--- config.mk ---
export PLATFORM = sky130hd
export DESIGN_NAME = des_iter_ctrl
export DESIGN_NICKNAME = d
export VERILOG_FILES = /design/src/rtl/des_pkg.sv /design/src/rtl/des_rot_sched.sv /design/src/rtl/des_iter_ctrl.sv
export SDC_FILE = /design/constraint.sdc
export NUM_CORES = 1
export LEC_CHECK = 0
export CAP_MARGIN = 15
export CORE_MARGIN = 5
export CORE_UTILIZATION = 53
export CTS_BUF_LIST = sky130_fd_sc_hd__clkbuf_8
export CTS_CLUSTER_SIZE = 28
export DETAILED_ROUTE_END_ITERATION = 16
export MAX_ROUTING_LAYER = met4
export PLACE_DENSITY = 0.95
export SETUP_SLACK_MARGIN = 0.15
export SLEW_MARGIN = 25
export SYNTH_ARGS = -nofsm -noshare
export SYNTH_HDL_FRONTEND = slang
export SYNTH_HIERARCHICAL = 1
export SYNTH_SLANG_ARGS = --single-unit
--- constraint.sdc ---
create_clock -name clk -period 3.65 [get_ports clk]
set_input_delay 1.095 -clock clk [delete_from_list [all_inputs] [get_ports clk]]
set_output_delay 1.095 -clock clk [all_outputs]
set_load 0.05 [all_outputs]
--- src/rtl/des_pkg.sv ---
// des_pkg: shared FSM state encoding, round-counter width and DES shift schedule.
`default_nettype none

package des_pkg;

   localparam int ROUND_W = 4;

   typedef enum logic [1:0] {
      ST_IDLE  = 2'd0,
      ST_ROUND = 2'd1,
      ST_DONE  = 2'd2
   } state_t;

   // Encrypt left-shift schedule, entry [i] is round i (entry 15 written first).
   localparam logic [15:0][1:0] ENC_SHIFT = {
      2'd1, 2'd2, 2'd2, 2'd2, 2'd2, 2'd2, 2'd2, 2'd1,
      2'd2, 2'd2, 2'd2, 2'd2, 2'd2, 2'd2, 2'd1, 2'd1
   };

endpackage

`default_nettype wire

--- src/rtl/des_rot_sched.sv ---
// des_rot_sched: combinational C/D rotation amount for a given round and direction.
`default_nettype none

module des_rot_sched
   import des_pkg::*;
(
   input  logic [ROUND_W-1:0] rnd_idx,
   input  logic               decrypt,
   output logic [1:0]         rot_amt
);

   logic [ROUND_W-1:0] rev_idx;

   // Decrypt walks the encrypt schedule backwards: round n uses entry 16-n,
   // and round 0 uses no rotation since C/D already equal the round-16 state.
   always_comb begin
      rev_idx = ~rnd_idx + 4'd1;
      rot_amt = ENC_SHIFT[rnd_idx];
      if (decrypt) begin
         rot_amt = (rnd_idx == '0) ? 2'd0 : ENC_SHIFT[rev_idx];
      end
   end

endmodule

`default_nettype wire

--- src/rtl/des_iter_ctrl.sv ---
// des_iter_ctrl: one-round-per-clock DES sequencer with valid/ready host and result ports.
// Optional abort input enabled by defining DES_ITER_CTRL_ABORT_EN.
`default_nettype none

module des_iter_ctrl
   import des_pkg::*;
#(
   parameter int ROUNDS = 16
) (
   input  logic               clk,
   input  logic               rst,
   input  logic               in_valid,
   output logic               in_ready,
   input  logic               in_decrypt,
`ifdef DES_ITER_CTRL_ABORT_EN
   input  logic               abort,
`endif
   output logic               ld,
   output logic               rnd_en,
   output logic [ROUND_W-1:0] rnd_idx,
   output logic [1:0]         rot_amt,
   output logic               rot_left,
   output logic               last_rnd,
   output logic               out_valid,
   input  logic               out_ready,
   output logic               busy
);

   localparam logic [ROUND_W-1:0] LAST_IDX = ROUND_W'(ROUNDS - 1);

   state_t             state_q, state_d;
   logic [ROUND_W-1:0] cnt_q, cnt_d;
   logic               dec_q, dec_d;
   logic [1:0]         sched_amt;

   des_rot_sched u_rot_sched (
      .rnd_idx (cnt_q),
      .decrypt (dec_q),
      .rot_amt (sched_amt)
   );

   always_ff @(posedge clk) begin
      if (rst) begin
         state_q <= ST_IDLE;
         cnt_q   <= '0;
         dec_q   <= 1'b0;
      end else begin
         state_q <= state_d;
         cnt_q   <= cnt_d;
         dec_q   <= dec_d;
      end
   end

   always_comb begin
      state_d = state_q;
      cnt_d   = cnt_q;
      dec_d   = dec_q;

      in_ready  = (state_q == ST_IDLE) && !rst;
      ld        = in_valid && in_ready;
      rnd_en    = 1'b0;
      rnd_idx   = '0;
      rot_amt   = 2'd0;
      rot_left  = 1'b0;
      last_rnd  = 1'b0;
      out_valid = 1'b0;
      busy      = (state_q != ST_IDLE);

      case (state_q)
         ST_IDLE: begin
            if (ld) begin
               dec_d   = in_decrypt;
               cnt_d   = '0;
               state_d = ST_ROUND;
            end
         end
         ST_ROUND: begin
            rnd_en   = !rst;
            rnd_idx  = cnt_q;
            rot_amt  = rst ? 2'd0 : sched_amt;
            rot_left = !dec_q;
            last_rnd = (cnt_q == LAST_IDX) && !rst;
            if (cnt_q == LAST_IDX) begin
               cnt_d   = '0;
               state_d = ST_DONE;
            end else begin
               cnt_d = cnt_q + 4'd1;
            end
         end
         ST_DONE: begin
            out_valid = !rst;
            if (out_ready) begin
               state_d = ST_IDLE;
            end
         end
         default: begin
            state_d = ST_IDLE;
            cnt_d   = '0;
         end
      endcase

`ifdef DES_ITER_CTRL_ABORT_EN
      // Abort only matters once a block is in flight; an accept in IDLE wins.
      if (abort && (state_q != ST_IDLE)) begin
         state_d = ST_IDLE;
         cnt_d   = '0;
      end
`endif
   end

endmodule

`default_nettype wire

* Yosys cells after proc, flatten, opt, wreduce, memory -nomap -nowiden
Memories as Yosys holds them, arrays and structs flattened. A register that Yosys moved wholly into a read port is not among the register bits.
Index checks and enable logic that the tools add are counted.
** Word-level totals
- Register bits :: 7
- Bits in latches :: 0
- Bits in writable memories :: 0
- ROM bits :: 64
- Bits of input ports :: 5
- Output and inout port bits :: 13
- Word-level logic and storage cells :: 48
- Memories kept :: 2
** Memories
- (no name shown) :: words 16, bits a word 2, rd ports 1, clocked after Yosys merged registers in 0, write ports 0, RTL line des_rot_sched.sv:20 : rot_amt = (rnd_idx == '0) ? 2'd0 : ENC_SHIFT[rev_idx];
- (no name shown) :: words 16, bits a word 2, rd ports 1, clocked after Yosys merged registers in 1, write ports 0, RTL line des_rot_sched.sv:18 : rot_amt = ENC_SHIFT[rnd_idx];
** Operators by class
- Add/sub/neg operators :: 2
- $mul :: 0
- Divide/modulo/power cells :: 0
- Magnitude comparators :: 2
- Equal/unequal tests :: 6
- Shift-type cells :: 0
- Multiplexer cells :: 20
- Bitwise gates (word level) :: 2
- Reduce and logical (&&, ||, !) cells :: 11
** Operators by type and width (number)
- 4-bit 2-to-1 mux :: 5
- 2-bit 2-to-1 mux :: 9
- 4-bit case mux with 3 select lines :: 1
- 4-bit by 5-bit < comparator with 1-bit output (second input constant) :: 2
- 4-bit by 1-bit adder with 4-bit output (second input constant) :: 2
- 2-bit != test (second input constant) :: 3
- 2-bit case mux with 3 select lines :: 1
- 4-bit == test (second input constant) :: 1
- 4-bit zero test :: 1
- 1-bit 2-to-1 mux :: 4
- 4-bit NOT :: 1
- 2-bit AND reduction :: 2
- 1-bit logical AND :: 3
- 3-bit AND reduction :: 1
- 2-bit by 1-bit == test with 1-bit output (second input constant) :: 1
- 2-bit == test (second input constant) :: 1
- 1-bit zero test :: 2
- 2-bit zero test :: 1
- 2-bit nonzero test :: 1
- 1-bit NOT :: 1

* Depth between registers and ports, before layout
- Word-level depth :: 8
- Depth in mapped cells :: 7

* Modules after synthesis
The synthesis kept the hierarchy.
** Modules (own cells, without submodules)
- des_iter_ctrl :: instances 1, cells an instance 51, area an instance 444.2 um^2, seq. area each 140.1 um^2
- des_rot_sched :: instances 1, cells an instance 30, area an instance 247.7 um^2, seq. area each 0.0 um^2

* Worst setup path after synthesis
Ideal clock, no wire load.
- Kind :: input to output
- Start point :: input port rst
- End point :: output port ld
- Data arrival time :: 2.525 ns
- Required time :: 2.555 ns
- Slack :: 0.030 ns
- Stages :: 3
- Buffers on the path :: 1
- Cell sequence :: clkbuf_1 -> nor2_1 -> and2_1
** On the way
- Word-level cells in the longest chain between the ends :: 3
** RTL lines
- start, declared :: RTL line des_iter_ctrl.sv:11 : input logic rst,
- 1-bit zero test :: RTL line des_iter_ctrl.sv:59 : in_ready = (state_q == ST_IDLE) && !rst;
- 1-bit logical AND :: RTL line des_iter_ctrl.sv:59
- net in_ready :: RTL line des_iter_ctrl.sv:13 : output logic in_ready,
- 1-bit logical AND :: RTL line des_iter_ctrl.sv:60 : ld = in_valid && in_ready;
- end, declared :: RTL line des_iter_ctrl.sv:18 : output logic ld,
The timed path passes the listed nets, and every way through them passes these cells.

* Worst setup path after layout
- Start point :: input port rst
- End point :: output port rot_amt[1]
** On the way
- Word-level cells in the longest chain between the ends :: 2
** RTL lines
- 2-bit 2-to-1 mux :: RTL line des_iter_ctrl.sv:80 : rot_amt = rst ? 2'd0 : sched_amt;
- 2-bit 2-to-1 mux :: RTL line des_iter_ctrl.sv:69 : case (state_q)
- end, declared :: RTL line des_iter_ctrl.sv:21 : output logic [1:0] rot_amt,
No other way between the ends.

==> impl_results.md <==
- Fill count: 82
- Ports: 18
- Critical path fanouts, max: 7
- Setup Skew: 0.000505 ns
- CTS sink cnt: 7
- Die X: 46.1 um
- Remaining DRCs: 0
- Worst EP arrival: 2.29 ns
- List of most frequent post-synthesis cells: nor2_1, dfxtp_1, ha_1, inv_1, nand3_1
- Warnings, synthesis: 6
- Area contributors post-synth: dfxtp_1, ha_1, nor2_1
- Worst-margin pin slew: 0.502 ns
- Seq/Total Area, Yosys: 0.203
- Most instantiated library cell after synthesis: nor2_1
- Setup TNS: 0 ns
- Layout cells sized above 1: 0.270
- Tot GR Track Use: 0.204
- Die height: 46.1 um
- Avg Synthesized Cell Area: 8.54 um^2
- RSZ-0062 raised after global routing: no
- GRT overflow: 0
- Clock Tree Root: clkbuf_8
- Worst-skew pair later-pin latency: 0.24 ns
- Fin util: 0.774
- Wirelength per Cell: 15.3 um
- Initial drt markers: 17
- First-pass GRT wire length: 2960 um
- Cell Area, Synth: 692 um^2
- Min-delay worst type: flop to flop
- Slew HR: 0.665
- Asr flop ratio synth: 0
- Drt pass-1 iters: 4
- Via count: 664
- Max clock buf depth: 2
- Vias in the first global route: 651
- Leakage: 0.395 nW
- Final setup viols: 0
- Setup CP Type: input pin to output port
- Synth top area share: 0.203
- Worst Path Required: 2.55 ns
- Hold Buf Count CTS: 0
- Layout area overhead: 42.0%
- Final Hold Vio Count: 0
- Core Area: 1270 um^2
- Maximum clock rate: 295 MHz
- Final RePlAce weighted congestion: 0.845
- Worst setup SP type: input pin
- Post-Syn Instances: 81
- CP Capture Type: output port
- Max-slew violations: 0
- Synth Flop Type: dfxtp_1
- Antenna violations before repair: 0
- VDD IR max: 226 uV
- EDFF count, synth: 0
- Vias per cell: 5.77
- Synth unique cells: 39
- Final period util: 0.927
- CTS clk-pin slew, worst paths: 0.04 ns
- Initial Util: 0.545
- Final Critical Period: 3.38 ns
- Post-synth top area cell: dfxtp_1
- Post-Syn Nets: 92
- TritonCTS clock tree: yes
- Maxcap violations: 0
- Run status: finished, final reports clean
- Post-CTS Setup Bufs: 0
- Nets: 112
- Clock buffer count from CTS: 3
- #FFs+latches synth: 7
- Die ar.: 2130 um^2
- Final HPWL DP: 1310 um
- PortBufs: 17
- Total Wirelength: 1770 um
- H-tree level count: 1
- Row count: 13
- Pwr Density: 287 nW/um^2
- Antenna diode count: 0
- Largest net degree at the start of global routing: 15
- Antenna-violating nets left: 0
-- cell type report --
class,count,area [um^2],area share
timing repair buffer,18,248,0.252
clock buffer,3,41.3,0.0420
tap,15,18.8,0.0191
multi-input combinational,67,515,0.525
sequential,7,140,0.143
inverter,4,15.0,0.0153
clock inverter,1,3.75,0.00382
-- metal layers --
layer | part of all wire | vias to the layer above | GRT usage | wire [um]
li1 | - | 326 | - | -
met2 | 0.52 | 16 | 0.332 | 912
met3 | 0.046 | 5 | 0.0781 | 81
met1 | 0.41 | 317 | 0.210 | 729
met5 | 0 | - | - | 0
met4 | 0.024 | 0 | 0.108 | 42
-- flip-flops by register name, indices dropped and copies added, names as in the netlist --
register,cells
dec_q,1
cnt_q,4
state_q,2
-- kinds of logic (layout without fill, tap and decap cells) --
logic type | Yosys count | count (layout) | share of synthesized area
compound gates | 18 | 18 | 0.213
flops | 7 | 7 | 0.203
fa+ha+maj | 6 | 6 | 0.108
simple gates | 39 | 39 | 0.354
buf+inv | 7 | 26 | 0.0597
mux | 4 | 4 | 0.0615
-- metrics by stage --
stage / cells / total power, W / instance area (um^2) / hold slack (ns) / worst slack [ns]
after floorplan: 81 / 0.000141 / 694 / 0.534 / 0.146
after global placement: 111 / 0.000168 / 935 / 0.569 / 0.283
after detailed placement: 111 / 0.000171 / 935 / 0.590 / 0.177
after CTS: 115 / 0.000284 / 980 / 0.604 / 0.174
after global routing: 115 / 0.000296 / 982 / 0.656 / 0.180
final: 115 / 0.000282 / 982 / 0.595 / 0.265
-- timing repair --
item	in CTS	in global routing
resized for setup	0	1
endpoints found under the hold margin	0	0
endpoints found under the setup margin	0	2
-- path summary, 6_finish.rpt --
check	startpoint	endpoint	slack (ns)	cells after the start
setup / recovery	rst	rot_amt[1]	0.27	4
hold / removal	dec_q$_SDFFE_PP0P_	dec_q$_SDFFE_PP0P_	0.59	2
setup reg to reg	cnt_q[1]$_SDFFE_PP0P_	cnt_q[3]$_SDFFE_PP0P_	2.17	4
hold reg to reg	dec_q$_SDFFE_PP0P_	dec_q$_SDFFE_PP0P_	0.59	2
-- worst max-delay path: stages --
cell,delay (ns)
clkdlybuf4s50_1,0.57
nor2_2,0.26
and2_1,0.21
buf_12,0.15
-- power breakdown --
group          internal [W]  leakage, nW  switching, W   total, W
Combinational     0.0000380        0.311     0.0000458  0.0000838
Clock             0.0000731       0.0269     0.0000384   0.000112
Sequential        0.0000796       0.0571    0.00000728  0.0000869
Total              0.000191        0.395     0.0000915   0.000282
-- cell usage in the layout, fill, tap and decap left out, types with 2 or more instances in the layout --
| cell type | n |
|---|---|
| and2_1 | 3 |
| mux2_2 | 2 |
| a211oi_1 | 2 |
| a21oi_1 | 3 |
| clkdlybuf4s50_1 | 10 |
| nor2_2 | 2 |
| mux2i_1 | 2 |
| clkbuf_8 | 3 |
| nand2b_1 | 2 |
| nor2_1 | 9 |
| nand3_1 | 4 |
| dfxtp_1 | 7 |
| a21o_1 | 2 |
| ha_1 | 6 |
| nor3_1 | 3 |
| buf_12 | 7 |
| o21a_1 | 2 |
| and2_2 | 3 |
| inv_1 | 5 |
No activity file was read; power rests on OpenSTA's default activity.
